===== config.mk =====
export PLATFORM = sky130hd
export DESIGN_NAME = avmm_lvds_bridge_avm_if_flat
export DESIGN_NICKNAME = d
export VERILOG_FILES = /design/src/rtl/avmm_lvds_bridge_avm_if_if.sv /design/src/rtl/avmm_lvds_bridge_avm_if.sv /design/src/flat_wrapper.sv
export SDC_FILE = /design/constraint.sdc
export NUM_CORES = 1
export LEC_CHECK = 0
export CAP_MARGIN = 30
export CELL_PAD_IN_SITES_DETAIL_PLACEMENT = 1
export CELL_PAD_IN_SITES_GLOBAL_PLACEMENT = 2
export CORE_MARGIN = 1.5
export CORE_UTILIZATION = 23
export CTS_CLUSTER_DIAMETER = 100
export CTS_CLUSTER_SIZE = 16
export DETAILED_ROUTE_END_ITERATION = 7
export GPL_TIMING_DRIVEN = 1
export PLACE_DENSITY_LB_ADDON = 0.3
export SLEW_MARGIN = 20
export SYNTH_ARGS = -nofsm -noshare
export SYNTH_HDL_FRONTEND = slang
export SYNTH_SLANG_ARGS = --single-unit

===== constraint.sdc =====
create_clock -name clk_i -period 2.7 [get_ports clk_i]
set_clock_uncertainty 0.05 [all_clocks]
set_input_delay 0.54 -clock clk_i [delete_from_list [all_inputs] [get_ports clk_i]]
set_output_delay 0.54 -clock clk_i [all_outputs]
set_load 0.005 [all_outputs]

===== src/rtl/avmm_lvds_bridge_avm_if_if.sv =====
// avmm_lvds_bridge_avm_if_if: request FIFO, Avalon-MM master and response FIFO signals of the far-end bridge core
interface avmm_lvds_bridge_avm_if_if #(
  parameter int BURSTCNT_W = 11,
  parameter int ADDR_W = 19
);
  logic [31:0] req_q_i;
  logic req_rdempty_i;
  logic req_rdreq_o;
  logic [ADDR_W-1:0] m_address_o;
  logic [3:0] m_byteenable_o;
  logic [31:0] m_writedata_o;
  logic m_write_o;
  logic m_read_o;
  logic [BURSTCNT_W-1:0] m_burstcount_o;
  logic [31:0] m_readdata_i;
  logic m_readdatavalid_i;
  logic m_waitrequest_i;
  logic [31:0] resp_data_o;
  logic resp_valid_o;
  logic busy_o;
  modport master (
    input req_q_i, req_rdempty_i, m_readdata_i, m_readdatavalid_i, m_waitrequest_i,
    output req_rdreq_o, m_address_o, m_byteenable_o, m_writedata_o, m_write_o, m_read_o,
    output m_burstcount_o, resp_data_o, resp_valid_o, busy_o
  );
  modport slave (
    output req_q_i, req_rdempty_i, m_readdata_i, m_readdatavalid_i, m_waitrequest_i,
    input req_rdreq_o, m_address_o, m_byteenable_o, m_writedata_o, m_write_o, m_read_o,
    input m_burstcount_o, resp_data_o, resp_valid_o, busy_o
  );
endinterface


===== src/rtl/avmm_lvds_bridge_avm_if.sv =====
// avmm_lvds_bridge_avm_if: replays request-FIFO packets as Avalon-MM transactions and returns read data
module avmm_lvds_bridge_avm_if #(
  parameter int BURSTCNT_W = 11,
  parameter int ADDR_W = 19
) (
  input logic clk_i,
  input logic rst_i,
  avmm_lvds_bridge_avm_if_if.master bus
);
  typedef enum logic [2:0] {IDLE, BCNT, WR, RD_CMD, RD_DATA} state_t;
  state_t r_state, w_next;
  logic r_rd;
  logic [3:0] r_be;
  logic [ADDR_W-1:0] r_addr;
  logic [BURSTCNT_W-1:0] r_bcnt, r_beats, w_word1_bcnt;
  logic [31:0] r_resp_data;
  logic r_resp_valid;
  logic w_pop, w_wr_acc, w_rd_beat, w_last;
  assign w_word1_bcnt = bus.req_q_i[BURSTCNT_W-1:0] == '0 ? BURSTCNT_W'(1) : bus.req_q_i[BURSTCNT_W-1:0];
  assign w_wr_acc = r_state == WR && !bus.req_rdempty_i && !bus.m_waitrequest_i;
  assign w_rd_beat = (r_state == RD_CMD || r_state == RD_DATA) && bus.m_readdatavalid_i;
  assign w_last = r_beats == BURSTCNT_W'(1);
  always_comb begin
    w_next = r_state;
    w_pop = 1'b0;
    case (r_state)
      IDLE: if (!bus.req_rdempty_i) begin
        w_pop = 1'b1;
        w_next = bus.req_q_i[31] ? BCNT : bus.req_q_i[30] ? RD_CMD : WR;
      end
      BCNT: if (!bus.req_rdempty_i) begin
        w_pop = 1'b1;
        w_next = r_rd ? RD_CMD : WR;
      end
      WR: begin
        w_pop = w_wr_acc;
        w_next = w_wr_acc && w_last ? IDLE : WR;
      end
      RD_CMD: w_next = bus.m_waitrequest_i ? RD_CMD : w_rd_beat && w_last ? IDLE : RD_DATA;
      RD_DATA: w_next = w_rd_beat && w_last ? IDLE : RD_DATA;
      default: w_next = IDLE;
    endcase
  end
  // Address, byteenable and burstcount are captured once per packet and held for the whole transaction
  always_ff @(posedge clk_i) begin
    if (rst_i) begin
      r_state <= IDLE;
      r_rd <= 1'b0;
      r_be <= '0;
      r_addr <= '0;
      r_bcnt <= '0;
      r_beats <= '0;
      r_resp_data <= '0;
      r_resp_valid <= 1'b0;
    end else begin
      r_state <= w_next;
      r_resp_valid <= w_rd_beat;
      if (w_rd_beat) r_resp_data <= bus.m_readdata_i;
      if (r_state == IDLE && w_pop) begin
        r_rd <= bus.req_q_i[30];
        r_be <= bus.req_q_i[31] ? 4'hF : bus.req_q_i[29:26];
        r_addr <= bus.req_q_i[ADDR_W-1:0];
        r_bcnt <= BURSTCNT_W'(1);
        r_beats <= BURSTCNT_W'(1);
      end
      if (r_state == BCNT && w_pop) begin
        r_bcnt <= w_word1_bcnt;
        r_beats <= w_word1_bcnt;
      end
      if (w_wr_acc || w_rd_beat) r_beats <= r_beats - 1'b1;
    end
  end
  assign bus.req_rdreq_o = w_pop;
  assign bus.m_address_o = r_addr;
  assign bus.m_byteenable_o = r_be;
  assign bus.m_burstcount_o = r_bcnt;
  assign bus.m_write_o = r_state == WR && !bus.req_rdempty_i;
  assign bus.m_writedata_o = r_state == WR ? bus.req_q_i : '0;
  assign bus.m_read_o = r_state == RD_CMD;
  assign bus.resp_data_o = r_resp_data;
  assign bus.resp_valid_o = r_resp_valid;
  assign bus.busy_o = r_state != IDLE;
endmodule


===== src/flat_wrapper.sv =====
// flat-port wrapper written by rule: the top's interface ports become plain ports
module avmm_lvds_bridge_avm_if_flat 
#(
  parameter int BURSTCNT_W = 11,
  parameter int ADDR_W = 19
)
  (clk_i, rst_i, bus_req_q_i, bus_req_rdempty_i, bus_m_readdata_i, bus_m_readdatavalid_i, bus_m_waitrequest_i, bus_req_rdreq_o, bus_m_address_o, bus_m_byteenable_o, bus_m_writedata_o, bus_m_write_o, bus_m_read_o, bus_m_burstcount_o, bus_resp_data_o, bus_resp_valid_o, bus_busy_o);
  avmm_lvds_bridge_avm_if_if #(.BURSTCNT_W(BURSTCNT_W), .ADDR_W(ADDR_W)) bus_i ();
  input logic clk_i;
  input logic rst_i;
  input wire logic [$bits(bus_i.req_q_i)-1:0] bus_req_q_i;
  input wire logic [$bits(bus_i.req_rdempty_i)-1:0] bus_req_rdempty_i;
  input wire logic [$bits(bus_i.m_readdata_i)-1:0] bus_m_readdata_i;
  input wire logic [$bits(bus_i.m_readdatavalid_i)-1:0] bus_m_readdatavalid_i;
  input wire logic [$bits(bus_i.m_waitrequest_i)-1:0] bus_m_waitrequest_i;
  output wire logic [$bits(bus_i.req_rdreq_o)-1:0] bus_req_rdreq_o;
  output wire logic [$bits(bus_i.m_address_o)-1:0] bus_m_address_o;
  output wire logic [$bits(bus_i.m_byteenable_o)-1:0] bus_m_byteenable_o;
  output wire logic [$bits(bus_i.m_writedata_o)-1:0] bus_m_writedata_o;
  output wire logic [$bits(bus_i.m_write_o)-1:0] bus_m_write_o;
  output wire logic [$bits(bus_i.m_read_o)-1:0] bus_m_read_o;
  output wire logic [$bits(bus_i.m_burstcount_o)-1:0] bus_m_burstcount_o;
  output wire logic [$bits(bus_i.resp_data_o)-1:0] bus_resp_data_o;
  output wire logic [$bits(bus_i.resp_valid_o)-1:0] bus_resp_valid_o;
  output wire logic [$bits(bus_i.busy_o)-1:0] bus_busy_o;
  assign bus_i.req_q_i = bus_req_q_i;
  assign bus_i.req_rdempty_i = bus_req_rdempty_i;
  assign bus_i.m_readdata_i = bus_m_readdata_i;
  assign bus_i.m_readdatavalid_i = bus_m_readdatavalid_i;
  assign bus_i.m_waitrequest_i = bus_m_waitrequest_i;
  assign bus_req_rdreq_o = bus_i.req_rdreq_o;
  assign bus_m_address_o = bus_i.m_address_o;
  assign bus_m_byteenable_o = bus_i.m_byteenable_o;
  assign bus_m_writedata_o = bus_i.m_writedata_o;
  assign bus_m_write_o = bus_i.m_write_o;
  assign bus_m_read_o = bus_i.m_read_o;
  assign bus_m_burstcount_o = bus_i.m_burstcount_o;
  assign bus_resp_data_o = bus_i.resp_data_o;
  assign bus_resp_valid_o = bus_i.resp_valid_o;
  assign bus_busy_o = bus_i.busy_o;
  avmm_lvds_bridge_avm_if #(.BURSTCNT_W(BURSTCNT_W), .ADDR_W(ADDR_W)) u_core (.clk_i(clk_i), .rst_i(rst_i), .bus(bus_i));
endmodule

After elaboration in Yosys (flattened, before gate mapping) --
Index checks and enable logic that the tools add are counted.
Word-level totals: RAM bits 0, bits of input ports 69, flip-flop bits (word level) 82, output and inout port bits 103, memories kept 0, bits in latches 0, memory bits (read-only) 0
Operators by class: reduce and logical (&&, ||, !) cells 18, $mul 0, div/mod/pow operators 0, order comparisons 0, bitwise gates (word level) 0, shift operators 0, mux-type cells 17, $add $sub $neg 1, equal/unequal tests 7
Operators with widths (count):
- two-way mux 11 bit | 4
- two-way mux 32 bit | 1
- two-way mux 3 bit | 5
- case mux 3 bit (5 select lines) | 1
- equality test 11 x 1 -> 1 bit (second input constant) | 1
- logical NOT 11 bit | 1
- subtractor 11 x 1 -> 11 bit (second input constant) | 1
- logical AND 1 bit | 7
- equality test 3 x 2 -> 1 bit (second input constant) | 2
- nonzero test 3 bit | 2
- two-way mux 4 bit | 1
- inequality test 2 bit (second input constant) | 2
- equality test 3 x 1 -> 1 bit (second input constant) | 1
- equality test 3 bit (second input constant) | 1
- logical NOT 3 bit | 1
- two-way mux 1 bit | 3
- logical NOT 1 bit | 2
- logical OR 1 bit | 2
- two-way mux 2 bit | 1
- case mux 1 bit (2 select lines) | 1
- AND reduction 2 bit | 1
- nonzero test 2 bit | 1
- OR reduction 2 bit | 1

Depth between registers and ports, before layout --
word-level depth 8, depth in mapped cells 8, gate-level depth less buffers 6

Least setup slack after synthesis --
No wires, ideal clock.
kind input-to-output, from input port bus_req_rdempty_i, to output port bus_req_rdreq_o, buffers on the path 2, arrival time 1.294 ns, slack 0.816 ns, cell stages on the path 4, cells stage by stage or3_1 > buf_2 > clkbuf_1 > nand2_1
On the way: longest elaborated chain between the ends 4
Ends and longest elaborated chain:
- start, declared | RTL line flat_wrapper.sv:12 | input wire logic [$bits(bus_i.req_rdempty_i)-1:0] bus_req_rdempty_i;
- logical NOT 1 bit | RTL line avmm_lvds_bridge_avm_if.sv:20 | assign w_wr_acc = r_state == WR && !bus.req_rdempty_i && !bus.m_waitrequest_i;
- logical AND 1 bit (2 in series) | RTL line avmm_lvds_bridge_avm_if.sv:20
- case mux 1 bit (2 select lines) (*) | RTL line avmm_lvds_bridge_avm_if.sv:26 | case (r_state)
- end, declared | RTL line flat_wrapper.sv:16 | output wire logic [$bits(bus_i.req_rdreq_o)-1:0] bus_req_rdreq_o;
Mark *: on every way between the ends. The rest lies on a longest branch, timed or not.

Worst setup path after layout --
from register u_core.r_state[2], to output port bus_m_writedata_o[28]
On the way: longest elaborated chain between the ends 2
Ends and longest elaborated chain:
- start, declared | RTL line avmm_lvds_bridge_avm_if.sv:11 | state_t r_state, w_next;
- start signal, assigned | RTL line avmm_lvds_bridge_avm_if.sv:56 | r_state <= w_next;
- equality test 3 x 2 -> 1 bit | RTL line avmm_lvds_bridge_avm_if.sv:78 | assign bus.m_writedata_o = r_state == WR ? bus.req_q_i : '0;
- two-way mux 32 bit | RTL line avmm_lvds_bridge_avm_if.sv:78
- end, declared | RTL line flat_wrapper.sv:19 | output wire logic [$bits(bus_i.m_writedata_o)-1:0] bus_m_writedata_o;
No other way between the ends.

==> flow_summary.ini <==
[global_routing]
grt_antenna_before_repair = 0
grt_usage = 0.157
grt_overflow_total = 0
grt_pass1_wl_microns = 19900
grt_max_degree = 36
grt_pass1_vias = 3787

[cells_and_area]
ff_latch_area_sq_um = 1640
layout-drive-gt1-share = 0.0820
multi_input_area_sq_um = 1720
synthToLayoutAreaGrowth_pct = 64.0
fin_area_sq_um = 5830
num-nets-final = 688
n_antenna_cell = 0
fin_cells = 810
num-fill-cells = 1796

[floorplanning]
die_area_sq_um = 16200
fp.dieH_microns = 127
rows = 45
initial_core_util = 0.235
ios = 172
core_area_sq_um = 15100
die_x_microns = 127

[worst_setup_path]
crit_path_end_kind = primary output
worstPathCellList = nor3b_4, buf_6, and2_1, clkdlybuf4s50_1
worstPathArrival_ps = 1960
critPathKind = flop to primary output
cp_slowest_cell = clkdlybuf4s50_1
critical_path_peak_fanout = 32
critPathMaxStageDelay_ps = 500
cp-start-kind = flop
required_ps = 2110

[pwr]
p_leak_uw = 0.00209
p_per_area_nw_per_um2 = 546
vdd_ir_drop_max_mv = 0.273

[synthesis]
ys_async_sr_fraction = 0
syn-num-nets = 515
netlist_area_sq_um = 3560
synth-main-ff-cell = dfxtp_1
synth_cell_types = 43
ys_ff_latch = 82
syn_avg_cell_area_sq_um = 8.01
syn_inst = 444
synth_edf_count = 0
yosysSeqAreaShare = 0.462
yosys_warnings = 0

[clock_tree]
clk_latency_ps = 340
post_cts_buffers = 0
clock_path_buffers = 2
clockRootBuffer = clkbuf_16
cts_tree = done
cts_resized = 0
clkSinkCount = 82
clk_pin_slew_ps = 60
htree_levels = 3
holdBufCountCts = 0
cts_buffers = 9

[timing]
fin_crit_ps = 2550
timing.slew.headroom = 0.645
fmax_mhz = 392
worst_slew_pin_slew_ps = 533
drv_slew = 0
hold_violations = 0
tns_ps = 0
whs_ps = 406
rsz0062_at_grt = false
setup_viol = 0
finalCritPeriodShare = 0.945

[routing]
wirelength_microns = 12400
final_antenna_net_count = 0
drt_iter0_markers = 104
wl_per_cell_microns = 15.3
routed-via-count = 3698
first_pass_iters = 4
viasPerCell = 4.57
drc = 0

[placed_design]
numPortBuffers = 171
dp.cells = 794
dp_hpwl_microns = 9270
place_area_sq_um = 5540
place_congestion = 0.741

[status]
outcome = finished, final reports clean

[worst_hold_path]
hp-class = flop to flop

[job]
maxCapViolCount = 0
-- logic make-up after synthesis --
logic type	after synthesis	share of synthesized area
compound gates	104	0.177
xor+xnor	4	0.00985
fa+ha+maj	2	0.00704
buf+inv	41	0.0577
flops	82	0.462
simple gates	211	0.286
-- cell usage in the layout, fill, tap and decap left out, drive strengths merged --
cell and count:
clkbuf 12, nor4 4, nor2b 1, clkinv 3
o31ai 2, xor2 1, bufinv 1, xnor2 3
buf 26, a22oi 6, a21o 2, o221ai 1
nor2 18, a32oi 1, dfxtp 82, or3 3
nand3 5, o21ai 6, nand2b 1, o211ai 1
o21a 5, nand4b 1, inv 7, a211oi 5
nor3b 2, a311oi 1, nand2 122, ha 2
a21oi 66, and2 36, nand3b 1, nor3 16
a221oi 5, clkdlybuf4s50 170, a31oi 3, and3b 1
-- worst max-delay path, delay by kind of cell (launching register included) --
family | cells | cell delay (ps)
buffers and inverters | 2 | 730
and+or+nand+nor | 2 | 440
DFF | 1 | 430
-- sequential cells by signal, indices dropped and copies added, names as in the netlist --
name / flops
u_core.bus.resp_data_o: 32
u_core.bus.m_address_o: 19
u_core.bus.m_burstcount_o: 11
u_core.r_beats: 11
u_core.bus.m_byteenable_o: 4
u_core.r_state: 3
u_core.bus.resp_valid_o: 1
u_core.r_rd: 1
-- synthesized netlist by cell type (3+ instances only) --
master | number | area share
a21oi_1 | 66 | 0.093
a31oi_1 | 3 | 0.0053
dfxtp_1 | 82 | 0.46
clkbuf_1 | 16 | 0.017
nor3_1 | 14 | 0.020
a221oi_1 | 3 | 0.0074
nor2_1 | 17 | 0.018
buf_2 | 11 | 0.015
nand3_1 | 5 | 0.0070
buf_4 | 4 | 0.0084
o21a_1 | 5 | 0.011
o21ai_0 | 4 | 0.0056
nand2_1 | 120 | 0.13
a22oi_1 | 6 | 0.013
and2_1 | 36 | 0.063
buf_6 | 3 | 0.0095
xnor2_1 | 3 | 0.0074
or3_1 | 3 | 0.0053
inv_1 | 7 | 0.0074
a211oi_1 | 5 | 0.011
-- worst paths after layout --
| path | from | to | slack, ps | cells past startpoint |
|---|---|---|---|---|
| max | u_core.r_state[2]$_SDFFE_PP0P_ | bus_m_writedata_o[28] | 150 | 4 |
| max reg2reg | u_core.r_state[2]$_SDFFE_PP0P_ | u_core.bus.resp_data_o[26]$_SDFFE_PP0P_ | 700 | 5 |
| min | u_core.bus.m_address_o[0]$_SDFFE_PP0P_ | u_core.bus.m_address_o[0]$_SDFFE_PP0P_ | 410 | 2 |
| min reg2reg | u_core.bus.m_address_o[0]$_SDFFE_PP0P_ | u_core.bus.m_address_o[0]$_SDFFE_PP0P_ | 410 | 2 |
-- where the power goes --
group          switching, uW  leakage [uW]  internal [uW]
logic                    301       0.00128            361
clock network            497      0.000141            719
registers               38.2      0.000667           1270
total                    836       0.00209           2350
-- cell type report --
cell class	count	area share
tap	188	0.0403
timing repair buffer	196	0.330
inverter	7	0.00451
multi-input combinational	321	0.294
sequential	82	0.282
clock inverter	4	0.00901
clock buffer	12	0.0406
-- routing by layer --
layer | part of all wire | vias to the layer above | wire (microns) | GRT usage
li1 | - | 1832 | - | -
met1 | 0.44 | 1736 | 5490 | 0.187
met2 | 0.46 | 113 | 5750 | 0.258
met3 | 0.075 | 17 | 938 | 0.0532
met4 | 0.020 | 0 | 247 | 0.0682
met5 | 0 | - | 0 | 0
-- per-stage QoR --
stage	worst slack (ps)	power [uW]	utilization
floorplan	816	1620	-
global placement	161	1990	0.366
detailed placement	153	2000	0.366
CTS	36.7	3250	0.385
global route	16.3	3360	0.385
finish	150	3180	0.385
(Power assumes the default switching activity.)
